--- config.mk ---
export PLATFORM = sky130hd
export DESIGN_NAME = lc3b_mem_arbiter
export DESIGN_NICKNAME = d
export VERILOG_FILES = /design/src/rtl/lc3b_types.sv /design/src/rtl/lc3b_arb_watchdog.sv /design/src/rtl/lc3b_mem_arbiter.sv
export SDC_FILE = /design/constraint.sdc
export NUM_CORES = 1
export LEC_CHECK = 0
export BUFFER_PORTS_ARGS = -buffer_cell sky130_fd_sc_hd__buf_2
export CORE_MARGIN = 1
export CORE_UTILIZATION = 44
export CTS_CLUSTER_DIAMETER = 40
export DETAILED_ROUTE_END_ITERATION = 8
export HOLD_SLACK_MARGIN = 0.08
export PLACE_DENSITY_LB_ADDON = 0.12
export SLEW_MARGIN = 10
export SYNTH_ARGS = -nofsm -noshare
export SYNTH_HDL_FRONTEND = slang
export SYNTH_SLANG_ARGS = --single-unit
export TNS_END_PERCENT = 20
--- constraint.sdc ---
create_clock -name clk -period 1.8 [get_ports clk]
set_input_delay 0.36 -clock clk [delete_from_list [all_inputs] [get_ports clk]]
set_output_delay 0.36 -clock clk [all_outputs]
set_load 0.1 [all_outputs]
--- src/rtl/lc3b_types.sv ---
// Shared LC-3b types: data word, byte write mask and the memory arbiter state encoding.
package lc3b_types;

  typedef logic [15:0] lc3b_word;
  typedef logic [1:0]  lc3b_mem_wmask;

  typedef enum logic [1:0] {
    IDLE   = 2'd0,
    I_BUSY = 2'd1,
    D_BUSY = 2'd2,
    DONE   = 2'd3
  } lc3b_arb_state;

endpackage

--- src/rtl/lc3b_arb_watchdog.sv ---
// Wait-cycle counter for the granted memory transaction with a sticky timeout flag.
// WAIT_LIMIT = 0 disables the flag; the counter saturates instead of wrapping.
module lc3b_arb_watchdog #(
  parameter int WAIT_LIMIT = 255
) (
  input  logic clk,
  input  logic reset,
  input  logic clear,
  input  logic busy,
  output logic timeout_err
);

  localparam int CW = 16;

  logic [CW-1:0] cnt_q, cnt_d;
  logic          err_q, err_d;

  always_comb begin
    cnt_d = cnt_q;
    err_d = err_q;
    if (clear) begin
      cnt_d = '0;
    end else if (busy && (cnt_q != '1)) begin
      cnt_d = cnt_q + 1'b1;
    end
    // Flag rises on the edge where the count reaches the limit, not one cycle later.
    if ((WAIT_LIMIT != 0) && busy && !clear && (cnt_d >= CW'(WAIT_LIMIT))) begin
      err_d = 1'b1;
    end
  end

  always_ff @(posedge clk) begin
    if (reset) begin
      cnt_q <= '0;
      err_q <= 1'b0;
    end else begin
      cnt_q <= cnt_d;
      err_q <= err_d;
    end
  end

  assign timeout_err = err_q;

endmodule

--- src/rtl/lc3b_mem_arbiter.sv ---
// Single-port memory arbiter between LC-3b instruction fetch (I) and data access (D).
// Build option ARB_ROUND_ROBIN_EN: alternate winner on contention instead of D-over-I priority.
module lc3b_mem_arbiter
  import lc3b_types::*;
#(
  parameter int WAIT_LIMIT = 255
) (
  input  logic          clk,
  input  logic          reset,
  input  logic          i_read,
  input  lc3b_word      i_address,
  output logic          i_resp,
  output lc3b_word      i_rdata,
  input  logic          d_read,
  input  logic          d_write,
  input  lc3b_word      d_address,
  input  lc3b_word      d_wdata,
  input  lc3b_mem_wmask d_wmask,
  output logic          d_resp,
  output lc3b_word      d_rdata,
  output logic          mem_read,
  output logic          mem_write,
  output lc3b_word      mem_address,
  output lc3b_word      mem_wdata,
  output lc3b_mem_wmask mem_wmask,
  input  logic          mem_resp,
  input  lc3b_word      mem_rdata,
  output logic          timeout_err
);

  lc3b_arb_state state_q, state_d;
  logic          mem_read_q, mem_read_d, mem_write_q, mem_write_d;
  lc3b_word      addr_q, addr_d, wdata_q, wdata_d;
  lc3b_mem_wmask wmask_q, wmask_d;
  logic          i_resp_q, i_resp_d, d_resp_q, d_resp_d;
  lc3b_word      i_rdata_q, i_rdata_d, d_rdata_q, d_rdata_d;
  logic          d_req, pick_d, pick_i;

  assign d_req = d_read | d_write;

`ifdef ARB_ROUND_ROBIN_EN
  // last_q = 0: I served last, so D wins a tie; 1: D served last, so I wins.
  logic last_q, last_d;
  assign pick_d = d_req && (!i_read || !last_q);
`else
  assign pick_d = d_req;
`endif
  assign pick_i = i_read && !pick_d;

  always_comb begin
    state_d     = state_q;
    mem_read_d  = mem_read_q;
    mem_write_d = mem_write_q;
    addr_d      = addr_q;
    wdata_d     = wdata_q;
    wmask_d     = wmask_q;
    i_resp_d    = 1'b0;
    d_resp_d    = 1'b0;
    i_rdata_d   = i_rdata_q;
    d_rdata_d   = d_rdata_q;
`ifdef ARB_ROUND_ROBIN_EN
    last_d      = last_q;
`endif
    unique case (state_q)
      IDLE: begin
        // Simultaneous read and write from D is a protocol error; the write wins.
        if (pick_d) begin
          state_d     = D_BUSY;
          mem_write_d = d_write;
          mem_read_d  = !d_write;
          addr_d      = d_address;
          wdata_d     = d_wdata;
          wmask_d     = d_write ? d_wmask : 2'b00;
`ifdef ARB_ROUND_ROBIN_EN
          last_d      = 1'b1;
`endif
        end else if (pick_i) begin
          state_d     = I_BUSY;
          mem_write_d = 1'b0;
          mem_read_d  = 1'b1;
          addr_d      = i_address;
          wdata_d     = '0;
          wmask_d     = 2'b00;
`ifdef ARB_ROUND_ROBIN_EN
          last_d      = 1'b0;
`endif
        end
      end
      I_BUSY, D_BUSY: begin
        if (mem_resp) begin
          state_d     = DONE;
          mem_read_d  = 1'b0;
          mem_write_d = 1'b0;
          if (state_q == I_BUSY) begin
            i_resp_d  = 1'b1;
            i_rdata_d = mem_rdata;
          end else begin
            d_resp_d  = 1'b1;
            d_rdata_d = mem_rdata;
          end
        end
      end
      DONE: state_d = IDLE;
      default: state_d = IDLE;
    endcase
  end

  always_ff @(posedge clk) begin
    if (reset) begin
      state_q     <= IDLE;
      mem_read_q  <= 1'b0;
      mem_write_q <= 1'b0;
      addr_q      <= '0;
      wdata_q     <= '0;
      wmask_q     <= '0;
      i_resp_q    <= 1'b0;
      d_resp_q    <= 1'b0;
      i_rdata_q   <= '0;
      d_rdata_q   <= '0;
`ifdef ARB_ROUND_ROBIN_EN
      last_q      <= 1'b0;
`endif
    end else begin
      state_q     <= state_d;
      mem_read_q  <= mem_read_d;
      mem_write_q <= mem_write_d;
      addr_q      <= addr_d;
      wdata_q     <= wdata_d;
      wmask_q     <= wmask_d;
      i_resp_q    <= i_resp_d;
      d_resp_q    <= d_resp_d;
      i_rdata_q   <= i_rdata_d;
      d_rdata_q   <= d_rdata_d;
`ifdef ARB_ROUND_ROBIN_EN
      last_q      <= last_d;
`endif
    end
  end

  lc3b_arb_watchdog #(.WAIT_LIMIT(WAIT_LIMIT)) u_watchdog (
    .clk         (clk),
    .reset       (reset),
    .clear       ((state_q == IDLE) && (pick_d || pick_i)),
    .busy        ((state_q == I_BUSY) || (state_q == D_BUSY)),
    .timeout_err (timeout_err)
  );

  assign mem_read    = mem_read_q;
  assign mem_write   = mem_write_q;
  assign mem_address = addr_q;
  assign mem_wdata   = wdata_q;
  assign mem_wmask   = wmask_q;
  assign i_resp      = i_resp_q;
  assign d_resp      = d_resp_q;
  assign i_rdata     = i_rdata_q;
  assign d_rdata     = d_rdata_q;

endmodule

==> run metrics, run 1 <==
Worst EP required=2.03 ns; DR DRC count=0; unrepaired setup endpoints after global routing=true; clk_lat worst skew=0.35 ns; core area=8180 sq um; DP HPWL=6980 um; largest net degree at the start of global routing=55; status=finished, violations left; clock slew at reported path FFs=0.09 ns; area delta synth->final=37.9%; leading area contributor after synthesis=dfxtp_1; area of the mapped netlist=3710 sq um; Initial Util=0.454; Yosys warning total=0; Top Ports=143; wire per inst=13.5 um; ANT nets after route=0; CTS buffer count=9; Avg Vias per Cell=5.18; Chip Width=93.9 um; Port Buf Inserts=142; share of flip-flops with an asynchronous set or reset=0; total number of vias=3702; Post-Synthesis Net Count=508; Inserted Diodes=0; arrival time at the worst endpoint=2.09 ns; hold crit path type=in2reg; total die area=8810 sq um; synthesized area per cell=8.58 sq um; Seq cells post-synth=89; post-layout util=0.627; CTS tree=yes; max_slew headroom=0.547; global-route wire length before repair=15400 um; startpoint types=flip-flop; CTS max path bufs=2; Synth top area share=0.480; GPL Wtd Cong=0.937; die height=93.9 um; Final min period=1.86 ns; period utilization=1.03; number of max-cap violations=0; vias in the first global route=3463; Sink Count=89; Yosys cell types=51; area of the multi-input gates=1880 sq um; power density over cell area=1700 nW/um^2; GR Util All Layers=0.221; FMAX=0.537 GHz; R2R setup slack=-0.06 ns; Synth Flop Type=dfxtp_1; initial antenna violation count=0; failing checks=setup timing; H-tree depth=3; Worst Skew=0.0125 ns; nets=680; CP Capture Type=flip-flop; layout cells sized above 1=0.400; final hold violation count=0; most frequent cell after synthesis=nand2_1; TritonRoute pass-1 iters=4; list of most frequent post-synthesis cells=90 x nand2_1, 89 x dfxtp_1, 39 x nor2_1; global route total overflow=0; Post-synth EDFFs=0; DR iter-0 viols=188; final setup fails=1; Total Routed Length=9690 um; Worst IR Drop VDD=1.18 mV; FP Rows=33; Pwr Total=8.72 mW; cells after synthesis=433; sequential standard cell area=1790 sq um; fillcell total=744; top cells by area, synth=dfxtp_1 48%, nand2_1 9.1%, a21oi_1 4.7%; CP Max Fanout=6; Worst-Margin Slew=0.678 ns; register area share after synthesis=0.480; crit path kind=reg2reg; post-route setup slack=-0.0612 ns; root buffer cell=clkbuf_8; final number of max-transition violations=0; Leak=2.27 nW
path summary, 6_finish.rpt:
kind	start	to	cells past startpoint
max	u_watchdog.cnt_q[0]$_SDFF_PP0_	u_watchdog.timeout_err$_SDFFE_PP0P_	7
min	d_wdata[15]	mem_wdata[15]$_SDFFE_PP0N_	2
max reg2reg	u_watchdog.cnt_q[0]$_SDFF_PP0_	u_watchdog.timeout_err$_SDFFE_PP0P_	7
min reg2reg	i_rdata[2]$_SDFFE_PP0P_	i_rdata[2]$_SDFFE_PP0P_	2
per-layer routing:
layer	track usage	wire length (um)	vias up
met2	0.382	4780	107
met1	0.260	4190	1716
met4	0.110	210	0
li1	-	-	1858
met5	0	0	-
met3	0.0429	509	21
cell type report:
class | instances | share of cell area
Tap cell | 105 | 0.0256
Clock inverter | 6 | 0.0129
Multi-Input combinational cell | 305 | 0.366
Timing Repair Buffer | 195 | 0.218
Sequential cell | 89 | 0.349
Inverter | 5 | 0.00366
Clock buffer | 10 | 0.0249
where the power goes:
group | internal (mW) | switching (mW) | total (mW)
Sequential | 2.36 | 0.182 | 2.55
Clock | 0.644 | 0.700 | 1.34
Combinational | 1.09 | 3.74 | 4.83
Total | 4.10 | 4.62 | 8.72
cells in the final DEF, fill, tap and decap left out, types with 5 or more instances in the layout:
| cell | instances |
|---|---|
| a21oi_1 | 35 |
| a22o_1 | 16 |
| a311oi_1 | 17 |
| buf_2 | 142 |
| buf_4 | 51 |
| clkbuf_8 | 9 |
| dfxtp_1 | 86 |
| inv_1 | 5 |
| nand2_1 | 89 |
| nand3_1 | 5 |
| nor2_1 | 39 |
| nor3_1 | 8 |
| o21ai_0 | 21 |
| xnor2_1 | 10 |
cell families after synthesis:
kind of cell | Yosys count | synth area share
and+or+nand+nor | 174 | 0.217
AOI/OAI and AO/OA | 111 | 0.207
DFF | 89 | 0.480
buffers and inverters | 39 | 0.0455
xor gates and xnor gates | 15 | 0.0354
adders and majority gates | 3 | 0.0101
muxes | 2 | 0.00573
critical path, cell delays in order (launching register included):
cell and delay, ns:
dfxtp_4 0.37, ha_4 0.16, nand3_4 0.09, or4_4 0.49, nand4_2 0.15, a21oi_2 0.07
nor4_2 0.31, o211ai_2 0.10
sequential cells by signal, summed over array words and instances (netlist names), 2 cells and up:
register and flops:
d_rdata 16, u_watchdog.cnt_q 16, state_q 2, mem_address 16, i_rdata 16, mem_wmask 2, mem_wdata 16
through the flow:
stage               area, sq um  instances  hold slack, ns  setup TNS, ns  setup slack (ns)
global placement           4830        694           0.439        -0.0195           -0.0195
global route               5120        715           0.193         -0.326            -0.127
floorplan                  3780        433           0.486       -0.00152          -0.00152
detailed placement         4830        694           0.443        -0.0433           -0.0433
finish                     5120        715           0.208        -0.0612           -0.0612
CTS                        5030        710           0.192        -0.0529           -0.0529
repair_timing:
item	in CTS	in global routing
buffers inserted	0	5
hold buffers	0	0
gates resized for setup	1	10
endpoints found under the hold margin	0	0
endpoints found under the setup margin	2	22
pin swaps	0	9
(Power assumes the default switching activity.)
==> run 2: changes to the inputs <==
TNS_END_PERCENT = 50   (was 20)
==> run metrics, run 2 (synthesis gave the netlist of run 1 again) <==
power density over cell area=1700 nW/um^2 (-0.19%); Sink Count=89 (unchanged); max_slew headroom=0.543 (-0.00423); startpoint types=flip-flop; layout cells sized above 1=0.400 (unchanged); ANT nets after route=0 (unchanged); DP HPWL=6980 um (unchanged); CTS buffer count=9 (unchanged); H-tree depth=3 (unchanged); setup_tns=-0.0463 ns (+0.0149 ns); post-route setup slack=-0.0463 ns (+0.0149 ns); Leak=2.27 nW (about the same); Final min period=1.85 ns (-0.0149 ns); area delta synth->final=38.2%; Worst EP required=2.02 ns (about the same); CTS max path bufs=2 (unchanged); core area=8180 sq um (unchanged); global route total overflow=0 (unchanged); clock slew at reported path FFs=0.09 ns (about the same); period utilization=1.03 (-0.00827); unrepaired setup endpoints after global routing=true; Inserted Diodes=0 (unchanged); FP Rows=33 (unchanged); Chip Width=93.9 um (unchanged); arrival time at the worst endpoint=2.07 ns (-0.02 ns); total number of vias=3711 (+0.24%); vias in the first global route=3463 (unchanged); Pwr Total=8.72 mW (about the same); final hold violation count=0 (unchanged); global-route wire length before repair=15400 um (unchanged); Initial Util=0.454 (unchanged); initial antenna violation count=0 (unchanged); largest net degree at the start of global routing=55 (unchanged); total die area=8810 sq um (unchanged); wire per inst=13.5 um (-0.33%); TritonRoute pass-1 iters=4 (unchanged); crit path kind=reg2reg; status=finished, violations left; nets=680 (unchanged); root buffer cell=clkbuf_8; FMAX=0.542 GHz (+0.81%); clk_lat worst skew=0.35 ns (about the same); hold crit path type=in2reg; Min Hold Slack=0.212 ns (+0.00426 ns); die height=93.9 um (unchanged); commonest cells after routing, fill and taps aside=142 x buf_2, 89 x nand2_1, 86 x dfxtp_1, 51 x buf_4, 39 x nor2_1; CTS tree=yes; GR Util All Layers=0.221 (unchanged); number of max-cap violations=0 (unchanged); Worst IR Drop VDD=1.18 mV (about the same); final setup fails=1 (unchanged); CP Max Fanout=6 (unchanged); DR DRC count=0 (unchanged); Total Routed Length=9660 um (-0.33%); DR iter-0 viols=203 (+8.0%); most common cell after layout, fill and taps aside=buf_2; Worst-Margin Slew=0.685 ns (+0.00634 ns); Top Ports=143 (unchanged); GPL Wtd Cong=0.937 (unchanged); Port Buf Inserts=142 (unchanged); hold buffers post-CTS=0 (unchanged); failing checks=setup timing; final number of max-transition violations=0 (unchanged); CP Capture Type=flip-flop; Avg Vias per Cell=5.19 (+0.24%); Worst Skew=0.0107 ns (-0.00184 ns)
## run 2: cell types whose count changed in the layout (fill, tap and decap cells not counted)
| cell | before | now |
|---|---|---|
| nand4_2 | 1 | 0 |
| nand4_4 | 1 | 2 |
## run 2: worst max-delay path, stage by stage (launching register included)
cell      delay, ns
dfxtp_4        0.37
ha_4           0.16
nand3_4        0.09
or4_4          0.51
nand3_1        0.12
xnor2_1        0.11
nor4_2         0.28
o211ai_2       0.09
## run 2: metrics by stage
step / util / area (sq um) / cells / setup WS (ns)
after global placement: 0.591 / 4830 / 694 / -0.0195
final: 0.628 / 5130 / 715 / -0.0463
after floorplan: - / 3780 / 433 / -0.00152
after detailed placement: 0.591 / 4830 / 694 / -0.0433
after global routing: 0.628 / 5130 / 715 / -0.127
after CTS: 0.616 / 5030 / 710 / -0.0529
## run 2: cell type report
class                      count  area (sq um)
inverter                       5          18.8
fill                         742          3040
clock buffer                  10           128
timing repair buffer         195          1120
clock inverter                 6          66.3
multi-input combinational    305          1880
sequential                    89          1790
tap                          105           131
## run 2: timing repair
action,CTS,global route
pin swaps,0,9
setup endpoints to repair,2,22
setup buffers,0,5
gates resized for setup,1,11
## run 2: final timing paths
kind / startpoint / end / slack, ns / depth (start not counted)
worst max-delay path: u_watchdog.cnt_q[0]$_SDFF_PP0_ / u_watchdog.timeout_err$_SDFFE_PP0P_ / -0.05 / 7
worst min-delay path: d_wdata[15] / mem_wdata[15]$_SDFFE_PP0N_ / 0.21 / 2
worst max register to register: u_watchdog.cnt_q[0]$_SDFF_PP0_ / u_watchdog.timeout_err$_SDFFE_PP0P_ / -0.05 / 7
worst min register to register: i_rdata[4]$_SDFFE_PP0P_ / i_rdata[4]$_SDFFE_PP0P_ / 0.45 / 2
## run 2: per-layer routing
layer	track usage	wire length, um	vias to the layer above
met2	0.382	4780	106
met5	0	0	-
met3	0.0429	515	16
met4	0.110	167	0
met1	0.260	4200	1727
li1	-	-	1862
## run 2: report_power, final
part	total, mW	internal, mW	switching (mW)
Sequential	2.55	2.36	0.182
Combinational	4.84	1.09	3.75
Clock	1.34	0.644	0.692
